## src/rtl/pipe_pkg.sv

```systemverilog
// Shared definitions for the skid-buffered pipeline stage: FSM states,
// default widths and bit offsets of the fields packed into the control word.
package pipe_pkg;

    localparam int DEF_DATA_W = 32;
    localparam int DEF_NFIELD = 4;
    localparam int DEF_CTRL_W = 10;
    localparam int DEF_CNT_W  = 16;

    // Control word layout: {RegWriteAddr[4:0], MemWrite, MemRead, MemtoReg[1:0], RegWrite}
    localparam int CTRL_REGWRITE     = 0;
    localparam int CTRL_MEMTOREG_LSB = 1;
    localparam int CTRL_MEMTOREG_W   = 2;
    localparam int CTRL_MEMREAD      = 3;
    localparam int CTRL_MEMWRITE     = 4;
    localparam int CTRL_RWADDR_LSB   = 5;
    localparam int CTRL_RWADDR_W     = 5;

    typedef enum logic [1:0] {
        EMPTY = 2'd0,
        ONE   = 2'd1,
        FULL  = 2'd2
    } pipe_state_e;

endpackage

```

## src/rtl/pipe_entry_reg.sv

```systemverilog
// One storage slot of the stage: an enable-loaded ctrl+payload register whose
// control bits can be cleared independently of the payload.
module pipe_entry_reg
    import pipe_pkg::*;
#(
    parameter int CTRL_W    = DEF_CTRL_W,
    parameter int PAYLOAD_W = DEF_DATA_W * DEF_NFIELD
) (
    input  logic                 clk,
    input  logic                 reset,
    input  logic                 load,
    input  logic                 clear,
    input  logic [CTRL_W-1:0]    d_ctrl,
    input  logic [PAYLOAD_W-1:0] d_data,
    output logic [CTRL_W-1:0]    q_ctrl,
    output logic [PAYLOAD_W-1:0] q_data
);

    // Clearing only the control bits is enough to neutralise a killed entry.
    always_ff @(posedge clk or negedge reset) begin
        if (!reset) begin
            q_ctrl <= '0;
            q_data <= '0;
        end else if (clear) begin
            q_ctrl <= '0;
        end else if (load) begin
            q_ctrl <= d_ctrl;
            q_data <= d_data;
        end
    end

endmodule

```

## src/rtl/pipe_stage_skid.sv

```systemverilog
// Two-entry (head + skid) pipeline register stage with fully registered
// handshakes, flush, bubble-zeroed control outputs and a saturating stall counter.
module pipe_stage_skid
    import pipe_pkg::*;
#(
    parameter int DATA_W = DEF_DATA_W,
    parameter int NFIELD = DEF_NFIELD,
    parameter int CTRL_W = DEF_CTRL_W,
    parameter int CNT_W  = DEF_CNT_W
) (
    input  logic                     clk,
    input  logic                     reset,
    input  logic                     in_valid,
    output logic                     in_ready,
    input  logic [CTRL_W-1:0]        in_ctrl,
    input  logic [NFIELD*DATA_W-1:0] in_data,
    input  logic                     flush,
    output logic                     out_valid,
    input  logic                     out_ready,
    output logic [CTRL_W-1:0]        out_ctrl,
    output logic [NFIELD*DATA_W-1:0] out_data,
    output logic [CNT_W-1:0]         stall_cnt
);

    localparam int PAYLOAD_W = NFIELD * DATA_W;

    pipe_state_e state;
    pipe_state_e state_n;
    logic        vld_p1;
    logic        rdy_p1;

    logic push;
    logic pop;
    logic h_load;
    logic s_load;
    logic h_from_s;

    logic [CTRL_W-1:0]    h_ctrl;
    logic [PAYLOAD_W-1:0] h_data;
    logic [CTRL_W-1:0]    s_ctrl;
    logic [PAYLOAD_W-1:0] s_data;
    logic [CTRL_W-1:0]    h_d_ctrl;
    logic [PAYLOAD_W-1:0] h_d_data;

    function automatic logic [CNT_W-1:0] sat_inc(input logic [CNT_W-1:0] v);
        if (&v) begin
            return v;
        end
        return v + {{(CNT_W-1){1'b0}}, 1'b1};
    endfunction

    assign push = in_valid & rdy_p1;
    assign pop  = vld_p1 & out_ready;

    always_comb begin
        state_n  = state;
        h_load   = 1'b0;
        s_load   = 1'b0;
        h_from_s = 1'b0;
        case (state)
            EMPTY: begin
                if (push) begin
                    h_load  = 1'b1;
                    state_n = ONE;
                end
            end
            ONE: begin
                if (push && pop) begin
                    h_load = 1'b1;
                end else if (push) begin
                    s_load  = 1'b1;
                    state_n = FULL;
                end else if (pop) begin
                    state_n = EMPTY;
                end
            end
            FULL: begin
                if (pop) begin
                    h_load   = 1'b1;
                    h_from_s = 1'b1;
                    state_n  = ONE;
                end
            end
            default: begin
                state_n = EMPTY;
            end
        endcase
        if (flush) begin
            state_n  = EMPTY;
            h_load   = 1'b0;
            s_load   = 1'b0;
            h_from_s = 1'b0;
        end
    end

    assign h_d_ctrl = h_from_s ? s_ctrl : in_ctrl;
    assign h_d_data = h_from_s ? s_data : in_data;

    // Handshake outputs are registered from the next state, so nothing on in_* reaches out_*.
    always_ff @(posedge clk or negedge reset) begin
        if (!reset) begin
            state  <= EMPTY;
            vld_p1 <= 1'b0;
            rdy_p1 <= 1'b1;
        end else begin
            state  <= state_n;
            vld_p1 <= (state_n != EMPTY);
            rdy_p1 <= (state_n != FULL);
        end
    end

    always_ff @(posedge clk or negedge reset) begin
        if (!reset) begin
            stall_cnt <= '0;
        end else if (flush) begin
            stall_cnt <= '0;
        end else if (vld_p1 && !out_ready) begin
            stall_cnt <= sat_inc(stall_cnt);
        end
    end

    pipe_entry_reg #(
        .CTRL_W    (CTRL_W),
        .PAYLOAD_W (PAYLOAD_W)
    ) u_head (
        .clk    (clk),
        .reset  (reset),
        .load   (h_load),
        .clear  (flush),
        .d_ctrl (h_d_ctrl),
        .d_data (h_d_data),
        .q_ctrl (h_ctrl),
        .q_data (h_data)
    );

    pipe_entry_reg #(
        .CTRL_W    (CTRL_W),
        .PAYLOAD_W (PAYLOAD_W)
    ) u_skid (
        .clk    (clk),
        .reset  (reset),
        .load   (s_load),
        .clear  (flush),
        .d_ctrl (in_ctrl),
        .d_data (in_data),
        .q_ctrl (s_ctrl),
        .q_data (s_data)
    );

    // A bubble must never present a live write enable downstream.
    assign in_ready  = rdy_p1;
    assign out_valid = vld_p1;
    assign out_ctrl  = vld_p1 ? h_ctrl : '0;
    assign out_data  = h_data;

endmodule

```

## config.mk

```make
export PLATFORM = sky130hd
export DESIGN_NAME = pipe_stage_skid
export DESIGN_NICKNAME = d
export VERILOG_FILES = /design/src/rtl/pipe_pkg.sv /design/src/rtl/pipe_entry_reg.sv /design/src/rtl/pipe_stage_skid.sv
export SDC_FILE = /design/constraint.sdc
export NUM_CORES = 1
export LEC_CHECK = 0
export ABC_AREA = 0
export CAP_MARGIN = 20
export CORE_UTILIZATION = 45
export DETAILED_ROUTE_END_ITERATION = 8
export PLACE_DENSITY = 0.7
export SKIP_LAST_GASP = 1
export SYNTH_ARGS = -nofsm -noshare
export SYNTH_HDL_FRONTEND = slang
export SYNTH_SLANG_ARGS = --single-unit
```

## constraint.sdc

```tcl
create_clock -name clk -period 2.2 [get_ports clk]
set_input_delay 0.33 -clock clk [delete_from_list [all_inputs] [get_ports clk]]
set_output_delay 0.33 -clock clk [all_outputs]
set_load 0.03 [all_outputs]
```

Word level (Yosys, flattened, before mapping)
Index checks and enable logic that the tools add are counted.

Word-level logic and storage cells: 58. Output and inout bits: 156. Input bits: 143. Register bits: 296.

Reductions and logical operators: 12. Equality and inequality tests: 4. Add/sub/neg operators: 1. Muxes and demuxes: 30. Bitwise logic cells: 3.

Operators with widths (count): 2-to-1 mux 128 bit (1); 2-to-1 mux 10 bit (6); 2-to-1 mux 16 bit (3); adder 16 x 1 -> 16 bit (second input constant) (1); AND reduction 16 bit (1); 2-to-1 mux 1 bit (12); 2-to-1 mux 2 bit (6); nonzero test 2 bit (4); case mux 2 bit (3 select lines) (1); AND reduction 2 bit (3); != test 3 bit (second input constant) (1); case mux 1 bit (3 select lines) (1); AND 1 bit (2); == test 2 x 1 -> 1 bit (second input constant) (1); == test 2 bit (second input constant) (1); logical AND 1 bit (2); logical NOT 2 bit (1); != test 2 bit (second input constant) (1); logical NOT 1 bit (1); inverter 1 bit (1).

Depth between registers and ports, before layout
Word-level depth: 7. Mapped depth: 8. Mapped depth without buffers: 5.

Modules after synthesis
Synthesis repeated with hierarchy kept, for this count alone.

Cells, all modules: 899. Area total of the unflattened synthesis: 13282.7 µm².

Modules (own cells, without submodules): pipe_entry_reg (area an instance 5207.5 µm², cells an instance 303, instances 2, seq. area each 3453.3 µm²); pipe_stage_skid (area an instance 2867.8 µm², cells an instance 293, instances 1, seq. area each 501.7 µm²).

Worst setup path before layout
No wires, ideal clock.

Path type: register to register. From: register rdy_p1 (netlist: in_ready). To: register u_head.q_data[0]. Slack: 0.183 ns. Stages on the path, launching flop included: 7. Clock period less this slack: 2.017 ns. Buffers on the path: 2. Arrival: 1.892 ns. Setup time: 0.125 ns. Data required time: 2.075 ns. Path through: dfstp_2 and3b_1 nand2b_1 a21oi_1 clkbuf_1 buf_2 mux2_2.

Longest elaborated chain between the ends: 6. Elaborated cells on any way between the ends: 7. Those cells by class: 4 x mux; 1 x bitwise; 2 x reduce/logical.

Ends and longest elaborated chain: start, declared (line pipe_stage_skid.sv:30) `logic rdy_p1;`; start signal, assigned (line pipe_stage_skid.sv:108) `rdy_p1 <= (state_n != FULL);`; AND 1 bit (*) (line pipe_stage_skid.sv:52) `assign push = in_valid & rdy_p1;`; logical AND 1 bit (line pipe_stage_skid.sv:68) `if (push && pop) begin`; 2-to-1 mux 1 bit (line pipe_stage_skid.sv:68); case mux 1 bit (3 select lines) (*) (line pipe_stage_skid.sv:60) `case (state)`; 2-to-1 mux 1 bit (*) (line pipe_stage_skid.sv:88) `if (flush) begin`; AND reduction 2 bit (no line) (*); end signal, assigned (line pipe_entry_reg.sv:28) `q_data <= d_data;`; end, declared (line pipe_entry_reg.sv:16) `output logic [PAYLOAD_W-1:0] q_data`.

Every way passes the cells marked *; elsewhere a longest branch is shown, timed or not. A chain may end at the register's enable or synchronous reset.

Final worst setup path
From: register vld_p1 (netlist: out_valid). To: output out_ctrl[9].

Longest elaborated chain between the ends: 1.

Ends and longest elaborated chain: start, declared (line pipe_stage_skid.sv:29) `logic vld_p1;`; start signal, assigned (line pipe_stage_skid.sv:107) `vld_p1 <= (state_n != EMPTY);`; 2-to-1 mux 10 bit (line pipe_stage_skid.sv:153) `assign out_ctrl = vld_p1 ? h_ctrl : '0;`; end, declared (line pipe_stage_skid.sv:20) `output logic [CTRL_W-1:0] out_ctrl,`.

Every way passes these cells.

==> impl_metrics.env <==
export IMPL_status="finished, final reports clean"
export IMPL_area_growth_syn_to_layout_pct=39.24
export IMPL_crit_type="reg -> out"
export IMPL_cts_tree="yes"
export IMPL_htreeDepth=2
export IMPL_row_count=61
export IMPL_dp_cells=1572
export IMPL_dr_pass1_iters=4
export IMPL_setup_tns_final_ns=0
export IMPL_drc=0
export IMPL_nets=1375
export IMPL_setup_viol=0
export IMPL_clk_pin_slew_ns=0.06
export IMPL_power_w=0.02177
export IMPL_worst_pin_slew_ns=0.9016
export IMPL_clock_latency_ns=0.50
export IMPL_stdcell_count=1636
export IMPL_hold_viol_final=0
export IMPL_viasPerCell=5.165
export IMPL_r2r_end="u_head.q_data[66]"
export IMPL_place_gp_congestion=0.7640
export IMPL_yosysTopAreaCell="dfrtp_1"
export IMPL_netlist_instances=888
export IMPL_yosys_area_top_type_share_pct=56.57
export IMPL_via_count=8450
export IMPL_ir_worst_vdd_v=0.0008987
export IMPL_cp_data_required_time_ns=1.87
export IMPL_leakage_nw=7.590
export IMPL_synth_async_reset_ratio_pct=100.0
export IMPL_reg2reg_setup_slack_ns=0.20
export IMPL_grt_ovfl_total=0
export IMPL_grt_start_max_net_pins=51
export IMPL_skew_ns=0.01703
export IMPL_grt_first_pass_wirelength_mm=47.90
export IMPL_fp_dieW_um=172.3
export IMPL_power_density_mw_per_mm2=1198
export IMPL_arrival_ns=1.76
export IMPL_antenna_found_initial=4
export IMPL_whs_ns=0.3373
export IMPL_dpl_hpwl_mm=20.83
export IMPL_ys_seq_area_share_pct=56.77
export IMPL_cts_setup_buffers=0
export IMPL_synth_edff_count=0
export IMPL_yosys_top_cells_area="dfrtp_1, mux2_2, mux2_1"
export IMPL_io_pin_count=299
export IMPL_regArea_mm2=0.007408
export IMPL_endpoint_kind="output port"
export IMPL_rsz0062_at_grt="no"
export IMPL_syn_nets=1032
export IMPL_synth_seq_cells=296
export IMPL_path_max_fanout=11
export IMPL_drt_iter0_markers=310
export IMPL_slew_headroom_pct=39.89
export IMPL_chipHeight_um=172.3
export IMPL_holdCritPathClass="in -> async"
export IMPL_initial_core_util_pct=46.33
export IMPL_multi_input_area_mm2=0.005348
export IMPL_post_route_period_util_pct=95.01
export IMPL_cts_root_buf="clkbuf_16"
export IMPL_r2r_start="in_ready"
export IMPL_yosys_warnings=0
export IMPL_drive_gt1_share_pct=34.39
export IMPL_fill_cells=2175
export IMPL_clock_sinks=296
export IMPL_fin_util_pct=64.51
export IMPL_netlist_area_mm2=0.01305
export IMPL_core_region_area_mm2=0.02816
export IMPL_grt_pass1_vias=8961
export IMPL_wl_mm=30.43
export IMPL_setup_worst_path_start_class="flop"
export IMPL_antenna_left=0
export IMPL_grt_usage_pct=20.68
export IMPL_rr_worst_depth=6
export IMPL_ys_flop_type="dfrtp_1"
export IMPL_maxCapViolations=0
export IMPL_die_area_mm2=0.02968
export IMPL_max_freq_mhz=478.4
export IMPL_avgSynthCellArea_um2=14.69
export IMPL_period_minus_slack_ns=2.090
export IMPL_synth_cell_types=37
export IMPL_report_final_slew_viol_count=0
export IMPL_numCtsBuffers=34
export IMPL_post_drt_wl_per_cell_um=18.60
export IMPL_cts_buffer_depth=3
export IMPL_portBuffers=298
how the worst max path moves through the flow:
stage                         start                  to  slack, ns  cells after the start
final                     out_valid         out_ctrl[9]       0.11                      3
after global routing      out_valid         out_ctrl[7]       0.04                      3
after CTS                  in_ready            in_ready        0.1                      1
after detailed placement  out_ready   u_head.q_data[98]      -0.15                      6
after global placement    out_ready  u_head.q_data[105]      -0.11                      6
after floorplan            in_ready    u_head.q_data[0]       0.18                      6
routing by layer:
layer	vias to the layer above	global-route usage, %	wire length [µm]
met1	4259	26.27	13000
met2	217	33.57	14450
met4	4	6.310	612
li1	3926	-	-
met5	-	0	31
met3	44	6.615	2336
power breakdown:
part	leakage (nW)	switching, W	internal [W]
clock	0.622	0.00222	0.00395
sequential	3.57	0.00106	0.00756
combinational	3.40	0.00336	0.00362
total	7.59	0.00665	0.0151
synthesized netlist by cell type, types with 2 or more instances:
cell / number
a21oi_1: 15
nand4b_1: 2
nand2b_1: 2
buf_2: 31
clkbuf_1: 10
nor2_1: 7
nor2b_1: 6
o21ai_0: 3
mux2_2: 310
nand2_1: 12
nor4_1: 3
or4_1: 8
a211oi_1: 11
nand3_1: 5
nand4_1: 5
mux2i_1: 11
nor3_1: 13
mux2_1: 76
a21boi_0: 2
or3_1: 2
inv_1: 5
o31ai_1: 9
and3_1: 4
and2_1: 12
dfrtp_1: 295
a22o_1: 10
buf_6: 9
final cells by class:
| cell class | instances | area share [%] |
|---|---|---|
| diodes | 2 | 0.02755 |
| inverters | 5 | 0.1033 |
| repair buffers | 358 | 20.17 |
| clock inverters | 11 | 1.026 |
| clock buffers | 50 | 5.860 |
| flip-flops and latches | 296 | 40.78 |
| well taps | 378 | 2.603 |
| multi-input cells | 536 | 29.43 |
critical path: stages, from the launching register on:
cell,delay [ns]
dfrtp_1,0.47
buf_4,0.22
and2_1,0.17
dlygate4sd2_1,0.41
stage by stage:
stage	setup WS [ns]	area, µm²
after CTS	0.09612	18160
after detailed placement	-0.1547	16920
after global placement	-0.1095	16920
final	0.1097	18170
after global routing	0.03823	18160
after floorplan	0.1830	13050
flip-flops by register name, indices dropped and copies added (netlist names):
| register | cells |
|---|---|
| u_skid.q_ctrl | 10 |
| state | 2 |
| stall_cnt | 16 |
| u_skid.q_data | 128 |
| u_head.q_data | 128 |
| out_valid | 1 |
| u_head.q_ctrl | 10 |
| in_ready | 1 |
timing repair:
action | CTS | global route
endpoints found under the setup margin | 11 | 0
endpoints found under the hold margin | 38 | 0
hold buffers | 1 | 0
gates resized for setup | 11 | 0
cell families (layout without fill, tap and decap cells):
kind of cell | Yosys count | in the layout | share of synthesized area, %
multiplexers | 397 | 397 | 34.15
flip-flops | 296 | 296 | 56.77
AND/OR/NAND/NOR | 83 | 83 | 3.596
buffers and inverters | 56 | 424 | 2.426
AO/OA/AOI/OAI | 54 | 54 | 2.886
adder cells (fa/ha/maj) | 1 | 1 | 0.09587
XOR/XNOR | 1 | 1 | 0.06713
other | 0 | 2 | 0
layout by cell type (no fill, tap or decap), types with 2 or more instances in the layout:
cell / count
a211oi_1: 11
a21boi_0: 2
a21oi_1: 14
a22o_1: 10
and2_1: 12
and3_1: 3
buf_12: 19
buf_4: 40
bufinv_16: 5
clkbuf_1: 4
clkbuf_16: 37
clkbuf_8: 9
clkdlybuf4s50_1: 286
clkinv_2: 5
dfrtp_1: 295
diode_2: 2
dlygate4sd2_1: 11
inv_1: 5
mux2_1: 76
mux2_2: 310
mux2i_1: 11
nand2_1: 12
nand3_1: 5
nand4_1: 5
nand4b_1: 2
nor2_1: 7
nor2b_1: 6
nor3_1: 13
nor4_1: 3
o21ai_0: 3
o31ai_1: 9
or3_1: 2
or4_1: 8
No activity file was read; power rests on OpenSTA's default activity.
